===== src/rtl/state_handler_pkg.sv =====
// rtl/state_handler_pkg.sv - shared lane constants, tone table and state type for the rhythm game core
package state_handler_pkg;

  localparam int NUM_LANES = 4;
  localparam int LANE_BITS = 12;
  localparam int SOUND_W   = 20;
  localparam int TIMER_W   = 25;

  typedef enum logic {
    IDLE = 1'b0,
    PLAY = 1'b1
  } state_e;

  localparam logic [SOUND_W-1:0] TONE0     = 20'd95602;
  localparam logic [SOUND_W-1:0] TONE1     = 20'd75873;
  localparam logic [SOUND_W-1:0] TONE2     = 20'd63776;
  localparam logic [SOUND_W-1:0] TONE3     = 20'd47755;
  localparam logic [SOUND_W-1:0] MISS_TONE = 20'd454545;

  localparam logic [SOUND_W-1:0] LANE_TONE [NUM_LANES] = '{TONE0, TONE1, TONE2, TONE3};

endpackage


===== src/rtl/state_handler_button_edge.sv =====
// rtl/state_handler_button_edge.sv - registered rising-edge detector so a held button counts once
module button_edge
  import state_handler_pkg::*;
(
  input  logic                 clk_i,
  input  logic                 rstn_i,
  input  logic [NUM_LANES-1:0] data_i,
  output logic [NUM_LANES-1:0] rise_o
);

  logic [NUM_LANES-1:0] prev_q;

  always_ff @(posedge clk_i) begin
    if (!rstn_i) begin
      prev_q <= '0;
    end else begin
      prev_q <= data_i;
    end
  end

  assign rise_o = data_i & ~prev_q;

endmodule


===== src/rtl/state_handler.sv =====
// rtl/state_handler.sv - judges lane presses against the hit row and drives clear pulses and tones
module state_handler
  import state_handler_pkg::*;
#(
  parameter int                 LANE_BITS   = state_handler_pkg::LANE_BITS,
  parameter int                 HIT_ROW     = 0,
  parameter int                 NOTE_CYCLES = 25000000,
  parameter logic [SOUND_W-1:0] TONE0       = state_handler_pkg::TONE0,
  parameter logic [SOUND_W-1:0] TONE1       = state_handler_pkg::TONE1,
  parameter logic [SOUND_W-1:0] TONE2       = state_handler_pkg::TONE2,
  parameter logic [SOUND_W-1:0] TONE3       = state_handler_pkg::TONE3,
  parameter logic [SOUND_W-1:0] MISS_TONE   = state_handler_pkg::MISS_TONE
) (
  input  logic                           clk,
  input  logic                           rst,
  input  logic [NUM_LANES-1:0]           button_press,
  input  logic [NUM_LANES*LANE_BITS-1:0] square_locations,
  output logic [NUM_LANES-1:0]           column,
  output logic [SOUND_W-1:0]             sound
);

  localparam logic [SOUND_W-1:0] TONES [NUM_LANES] = '{TONE0, TONE1, TONE2, TONE3};
  localparam logic [TIMER_W-1:0] TIMER_LOAD = TIMER_W'(NOTE_CYCLES - 1);

  logic [NUM_LANES-1:0] press;
  logic [NUM_LANES-1:0] hit;
  logic [NUM_LANES-1:0] miss;
  logic [SOUND_W-1:0]   hit_tone;

  state_e               state_q, state_d;
  logic [TIMER_W-1:0]   timer_q, timer_d;
  logic [SOUND_W-1:0]   sound_q, sound_d;
  logic [NUM_LANES-1:0] column_q, column_d;

  button_edge u_button_edge (
    .clk_i  (clk),
    .rstn_i (rst),
    .data_i (button_press),
    .rise_o (press)
  );

  // Descending scan so the lowest-indexed hit lane picks the tone.
  always_comb begin
    hit      = '0;
    miss     = '0;
    hit_tone = '0;
    for (int i = NUM_LANES - 1; i >= 0; i--) begin
      hit[i]  = press[i] &  square_locations[LANE_BITS*i + HIT_ROW];
      miss[i] = press[i] & ~square_locations[LANE_BITS*i + HIT_ROW];
      if (hit[i]) begin
        hit_tone = TONES[i];
      end
    end
  end

  always_comb begin
    state_d  = state_q;
    timer_d  = timer_q;
    sound_d  = sound_q;
    column_d = hit;

    case (state_q)
      PLAY: begin
        if (timer_q == '0) begin
          state_d = IDLE;
          sound_d = '0;
        end else begin
          timer_d = timer_q - 1'b1;
        end
      end
      default: begin
        sound_d = '0;
      end
    endcase

    // A new press overrides the countdown in the same cycle, so tones chain gaplessly.
    if (hit != '0) begin
      state_d = PLAY;
      sound_d = hit_tone;
      timer_d = TIMER_LOAD;
    end else if (miss != '0) begin
      state_d = PLAY;
      sound_d = MISS_TONE;
      timer_d = TIMER_LOAD;
    end
  end

  always_ff @(posedge clk) begin
    if (!rst) begin
      state_q  <= IDLE;
      timer_q  <= '0;
      sound_q  <= '0;
      column_q <= '0;
    end else begin
      state_q  <= state_d;
      timer_q  <= timer_d;
      sound_q  <= sound_d;
      column_q <= column_d;
    end
  end

  assign column = column_q;
  assign sound  = sound_q;

endmodule


===== config.mk =====
export PLATFORM = sky130hd
export DESIGN_NAME = state_handler
export DESIGN_NICKNAME = d
export VERILOG_FILES = /design/src/rtl/state_handler_pkg.sv /design/src/rtl/state_handler_button_edge.sv /design/src/rtl/state_handler.sv
export SDC_FILE = /design/constraint.sdc
export NUM_CORES = 1
export LEC_CHECK = 0
export CAP_MARGIN = 5
export CORE_AREA = 10 10 85 87
export DETAILED_ROUTE_END_ITERATION = 16
export DIE_AREA = 0 0 95 97
export PLACE_DENSITY_LB_ADDON = 0.12
export SLEW_MARGIN = 30
export SYNTH_ARGS = -nofsm -noshare
export SYNTH_HDL_FRONTEND = slang
export SYNTH_SLANG_ARGS = --single-unit

===== constraint.sdc =====
create_clock -name clk -period 1.95 [get_ports clk]
set_input_delay 0.195 -clock clk [delete_from_list [all_inputs] [get_ports clk]]
set_output_delay 0.195 -clock clk [all_outputs]
set_load 0.01 [all_outputs]

==> results of run 1 <==
-- worst paths after layout --
kind | to | slack, ns | start | cells after the start
max | timer_q[23]$_SDFFE_PP0P_ | -0.24 | timer_q[17]$_SDFFE_PP0P_ | 5
min | sound[5]$_SDFFE_PN0P_ | 0.46 | sound[5]$_SDFFE_PN0P_ | 2
max reg2reg | timer_q[23]$_SDFFE_PP0P_ | -0.24 | timer_q[17]$_SDFFE_PP0P_ | 5
min reg2reg | sound[5]$_SDFFE_PN0P_ | 0.46 | sound[5]$_SDFFE_PN0P_ | 2
-- placed cells by master, fill, tap and decap left out, types with 3 or more instances in the layout --
cell,n
buf_4,57
dfxtp_1,43
clkdlybuf4s50_1,31
a21oi_1,23
nor2_1,19
nand2_1,14
xor2_1,12
and2_1,8
or4_4,7
nor4_1,7
a31oi_1,7
inv_1,6
or4_1,6
clkbuf_8,5
nor2b_1,4
nor3_1,4
o211ai_1,4
o21ai_1,4
or3_1,4
dfxtp_2,4
o21ai_0,3
nand3_1,3
a21oi_2,3
-- kinds of logic after synthesis --
logic type               synth area share (%)
AND/OR/NAND/NOR                         25.07
AO/OA/AOI/OAI                           18.41
flip-flops                              43.95
buffers and inverters                   5.494
XOR/XNOR                                5.728
adder cells (fa/ha/maj)                 1.169
other                                  0.1752
-- where the power goes --
| part | total, µW | switching, µW | internal [µW] |
|---|---|---|---|
| sequential | 1050 | 33.1 | 1020 |
| clock | 710 | 335 | 375 |
| combinational | 449 | 210 | 239 |
| total | 2210 | 578 | 1630 |
-- Yosys cell counts (all sizes together), types with 2 or more instances --
cell     n
clkbuf  10
a31oi    7
nand2b   2
o21ai    8
ha       2
nand2   14
nand4    2
nor3     5
nand3    3
and2     8
and3     3
o41ai    2
inv      6
a211oi   3
nor4    10
nor2    19
a22oi    2
xnor2    2
xor2    12
or4     13
buf      8
a21oi   26
or3      6
o211ai   5
o31ai    2
dfxtp   47
nor2b    4
-- routing by layer --
layer / share of wire [%] / track usage [%]
met5: 0 / 0
met1: 48 / 16.06
met3: 3.2 / 2.621
met2: 49 / 21.22
met4: 0.52 / 3.432
-- timing repair --
item | in CTS | in global routing
resized for setup | 11 | 17
endpoints found under the setup margin | 32 | 37
pin swaps | 5 | 12
setup buffers | 3 | 1
cloned | 0 | 1
-- worst min-delay path: stages (launching register included) --
cell and delay (ns):
dfxtp_1 0.32, nand2_1 0.05, a21oi_1 0.05
-- registers in the layout (all words and copies together) (netlist names) --
signal,flops
u_button_edge.prev_q,4
column,4
state_q,1
timer_q,25
sound,13
-- through the flow --
stage          cell area [µm²]  hold WS, ns  std cells  utilization, %
2_1_floorplan             2203       0.3167        245               -
3_3_place_gp              2944       0.4458        387           53.80
3_5_place_dp              2944       0.4505        387           53.80
4_1_cts                   3103       0.4625        396           56.70
5_1_grt                   3189       0.4873        398           58.28
6_report                  3189       0.4629        398           58.28
-- layout make-up --
cell class                 count  area (µm²)  share of cell area, %
inverter                       6       22.52                 0.7062
clock buffer                   5       68.82                  2.158
multi-input combinational    175        1244                  39.00
clock inverter                 2       37.54                  1.177
timing repair buffer          91       780.7                  24.48
tap                           72       90.09                  2.825
sequential                    47       945.9                  29.66
==> results by group, run 1 <==
Status
  – Outcome: finished, violations left
  – Failing checks: negative setup slack

Hold path
  – Hold Crit Class: flop to flop

Yosys
  – FFs w/ async S/R, synth: 0%
  – Number of synthesized flops with an enable pin: 0
  – Post-synthesis average cell area: just under 9 µm²
  – Main synth FF type: dfxtp_1
  – Cells after Synth: 244
  – Area leader, netlist: dfxtp_1
  – Netlist cell types: 45
  – Mapped Area: 2141 µm²
  – #FFs+latches synth: between 40 and 50
  – Share of the synthesized area in the top cell type: 43.95%
  – Synth warn: 0
  – Top post-synthesis cells by area: dfxtp_1 (44%), a21oi_1 (6.1%), xor2_1 (4.9%), or4_1 (4.2%), nor2_1 (3.3%)
  – Post-synthesis sequential area ratio: 43.95%

Final layout
  – Share of layout cells above drive strength 1: a little under a third
  – P&R area growth vs syn: 48.98%
  – Diode count: 0
  – Final Net Count: approximately 380
  – Fillers: between 400 and 500

Routing
  – Routed WL per cell: 14.92 µm
  – WL final: 5937 µm
  – Post-route ant nets: 0
  – Drt first-iter violations: around 110
  – Remaining DRCs: 0
  – Via-to-Cell Ratio: approximately 5.2
  – DR vias: 2072
  – Pre-Repair DR Iteration Count: 4

Clock tree
  – Htree depth: 2
  – Bufs on Longest Clock Path: 2
  – Cts hold-fix bufs: 0
  – Clk sinks: 47
  – CTS Root Cell: clkbuf_8
  – CTS tree: done
  – Clock Latency Late Sink: 0.30 ns
  – CTS Buf Count: 5
  – Clock transition at the registers of the reported paths: 0.09 ns

Placement
  – PortBufs: 31
  – Placement Setup Slack: -0.2411 ns
  – Post-DP HPWL: 4304 µm
  – GPL Wtd Cong: between 0.8 and 0.9

Critical path
  – Slowest CP cell: or4_4
  – Critical Path AT: approximately 2.4 ns
  – CP Launch Type: flop
  – CP top delay family: simple AND/OR/NAND/NOR gates
  – Worst-path maximum fanout: 4
  – Crit end category: flop
  – Most frequent CP cell: or4_4
  – Critical path cell sequence: or4_4 > or4_4 > or3_4 > or3_1 > a21oi_1
  – Worst EP required: between 2 and 2.5 ns
  – Buf/Inv on CP: 0
  – Crit-path max cell delay: 0.56 ns
  – Critical path type: flop to flop

Die
  – Die width: between 90 and 100 µm
  – Die height: 97 µm
  – IO Pins: 78
  – Core area: approximately 5500 µm²
  – Initial Util: 39.12%
  – Cell Rows: 27
  – Area of the die: a little over 9000 µm²

Timing
  – RSZ-0062 raised after global routing: yes
  – Slew Viols, Final: 0
  – Post-route setup slack: -0.2424 ns
  – Period utilisation layout: 112.4%
  – Crit path time final: 2.192 ns
  – Final Setup Violations: 29
  – Skew final: 0.01179 ns
  – Final Hold Viols: 0
  – Max Fclk: 456.1 MHz
  – Setup TNS: -3.645 ns

Power and ir drop
  – P_leak: 0.001226 µW
  – Pwr/cell area: around 700 nW/µm²
  – Max IR drop VDD: 0.4393 mV
  – Tot Pwr: 2210 µW

GRT
  – Antenna violations before repair: 0
  – Overflow after GRT: 0
  – Largest net degree at the start of global routing: 19
  – First-pass GRT wire length: 9735 µm
  – GR Util All Layers: 12.75%
  – Vias in the first global route: 2062

Flow run
  – Max-cap violations: 0
Power figures use the tool's default switching activity.
==> inputs of run 2 (changes only) <==
CORE_AREA = 2 2 77 79   (was 10 10 85 87)
DIE_AREA = 0 0 79 81   (was 0 0 95 97)
==> run 2 against run 1 <==
Against the previous run:
- the flow still finishes with violations (negative setup slack)
- largest cell class unchanged
- non-clock buffer count grew 4
- critical endpoint unchanged
- worst setup slack better by 0.0030 ns
- die area shrank 31%
==> results by group, run 2 (same netlist as run 1, synthesis figures left out) <==
Final layout
  – Most common cell after layout, fill and taps aside: buf_4
  – Most frequent cells in the layout: buf_4 (63), dfxtp_1 (43), clkdlybuf4s50_1 (31)
  – P&R area growth vs syn: 51.43%
  – Final instance area: 3242 µm² (+1.6%)
  – Share of layout cells above drive strength 1: 33.23% (+2.3 points)
  – Reg with most FFs: timer_q
  – Final Net Count: 386 (+1.0%)
  – Post-Layout Cell Count: 406 (+2.0%)
  – Diode count: 0 (unchanged)
  – Largest register FFs: 25 (unchanged)

GRT
  – Vias in the first global route: 1968 (-4.6%)
  – GR Util All Layers: 18.42% (+5.7 points)
  – Overflow after GRT: 0 (unchanged)
  – Largest net degree at the start of global routing: 26 (+7)
  – Antenna violations before repair: 0 (unchanged)
  – First-pass GRT wire length: 9204 µm (-5.5%)

Clock tree
  – Bufs on Longest Clock Path: 2 (unchanged)
  – Cts hold-fix bufs: 0 (unchanged)
  – Clk sinks: 47 (unchanged)
  – CTS Buf Count: 5 (unchanged)
  – Htree depth: 2 (unchanged)
  – Clock transition at the registers of the reported paths: 0.09 ns (about the same)
  – CTS tree: done
  – CTS Root Cell: clkbuf_8
  – Clock Latency Late Sink: 0.30 ns (about the same)

Routing
  – Via-to-Cell Ratio: 5.175 (-0.60%)
  – DR vias: 2101 (+1.4%)
  – Drt first-iter violations: 99 (-6.6%)
  – WL final: 5578 µm (-6.0%)
  – Pre-Repair DR Iteration Count: 4 (unchanged)
  – Remaining DRCs: 0 (unchanged)
  – Post-route ant nets: 0 (unchanged)
  – Routed WL per cell: 13.74 µm (-7.9%)

Die
  – Initial Util: 37.72% (-1.4 points)
  – Die width: 79 µm (-17%)
  – Cell Rows: 28 (+3.7%)
  – Core area: 5675 µm² (+3.7%)
  – IO Pins: 78 (unchanged)
  – Area of the die: 6399 µm² (-31%)
  – Die height: 81 µm (-16%)

Placement
  – Placed cell areas: 2963 µm² (+0.64%)
  – Placed Cells: 392 (+1.3%)
  – Post-DP HPWL: 3979 µm (-7.5%)
  – GPL Wtd Cong: 0.8149 (+0.88%)
  – Placement Setup Slack: -0.2609 ns (-0.01978 ns)
  – PortBufs: 31 (unchanged)

Timing
  – Crit path time final: 2.189 ns (-0.003006 ns)
  – Skew final: 0.01426 ns (+0.002472 ns)
  – Post-route setup slack: -0.2394 ns (+0.003006 ns)
  – Period utilisation layout: 112.3% (-0.15 points)
  – Final Hold Viols: 0 (unchanged)
  – Setup TNS: -2.201 ns (+1.444 ns)
  – Hold_ws: 0.4609 ns (-0.002002 ns)
  – Max Fclk: 456.8 MHz (+0.14%)
  – Slew Viols, Final: 0 (unchanged)
  – RSZ-0062 raised after global routing: yes
  – Final Setup Violations: 26 (-10%)

Critical path
  – Critical Path AT: 2.42 ns (about the same)
  – Launching point of the worst reg2reg path: timer_q[18]$_SDFFE_PN0P_
  – CP top delay family: simple AND/OR/NAND/NOR gates
  – Worst-path maximum fanout: 4 (unchanged)
  – Crit end category: flop
  – Crit-path max cell delay: 0.56 ns (about the same)
  – CP Launch Type: flop
  – Critical path type: flop to flop
  – Critical path cell sequence: or4_4 > or4_4 > or3_1 > or3_1 > a21oi_1
  – Worst EP required: 2.18 ns (about the same)
  – Buf/Inv on CP: 0 (unchanged)
  – Slowest CP cell: or4_4
  – Launch point of the worst path: timer_q[18]$_SDFFE_PN0P_

Power and ir drop
  – Pwr/cell area: 654.2 nW/µm² (-5.6%)
  – Max IR drop VDD: 0.3140 mV (-29%)
  – P_leak: 0.001239 µW (+1.1%)

Flow run
  – Max-cap violations: 0 (unchanged)

Hold path
  – Hold_sp: sound[5]$_SDFFE_PN0P_
  – Hold Crit Class: flop to flop

Status
  – Failing checks: negative setup slack
  – Outcome: finished, violations left
run 2: final timing paths:
path         slack, ns  cells past startpoint                       end
min reg2reg       0.46                      2     sound[5]$_SDFFE_PN0P_
max              -0.24                      5  timer_q[23]$_SDFFE_PP0P_
min               0.46                      2     sound[5]$_SDFFE_PN0P_
max reg2reg      -0.24                      5  timer_q[23]$_SDFFE_PP0P_
run 2: power breakdown:
part           leakage, µW  internal (µW)  total [µW]  switching (µW)
Sequential        0.000391           1020        1050            33.2
Clock            0.0000474            290         622             333
Combinational     0.000801            239         448             208
Total              0.00124           1550        2120             574
run 2: what timing repair did:
item                       in CTS  in global routing
cloned                          1                  0
buffers inserted                3                  3
pin swaps                      10                 11
setup endpoints to repair      33                 37
gates resized for setup        17                 13
run 2: area by class of cell:
class | count | area, µm²
sequential | 47 | 945.9
multi-input combinational | 175 | 1277
tap | 75 | 93.84
fill | 571 | 2434
inverter | 6 | 22.52
clock buffer | 6 | 82.58
clock inverter | 2 | 16.27
timing repair buffer | 95 | 803.3
run 2: worst register-to-register path, cell delays in order, from the launching register on:
cell     delay, ns
dfxtp_2       0.32
or4_4         0.56
or4_4         0.49
or3_1         0.32
or3_1         0.31
a21oi_1       0.12
run 2: through the flow:
step / total power (µW) / util (%)
floorplan: 1268 / -
detailed placement: 1484 / 52.20
CTS: 2130 / 55.67
global placement: 1480 / 52.20
finish: 2121 / 57.12
global route: 2234 / 57.12
run 2: layer usage:
layer,global-route usage (%),up-vias,share of wire (%),wire length (µm)
met2,31.53,32,49,2737
met5,0,-,0,0
met4,5.000,0,1.0,57
met3,3.889,6,2.7,151
met1,23.66,1001,47,2631
li1,-,1062,-,-
==> inputs of run 3 (changes only) <==
ABC_CLOCK_PERIOD_IN_PS = 1950   (was default)
SLEW_MARGIN = default   (was 30)
==> results of run 3 <==
Final layout, timing and power as in run 2 (identical DEF).
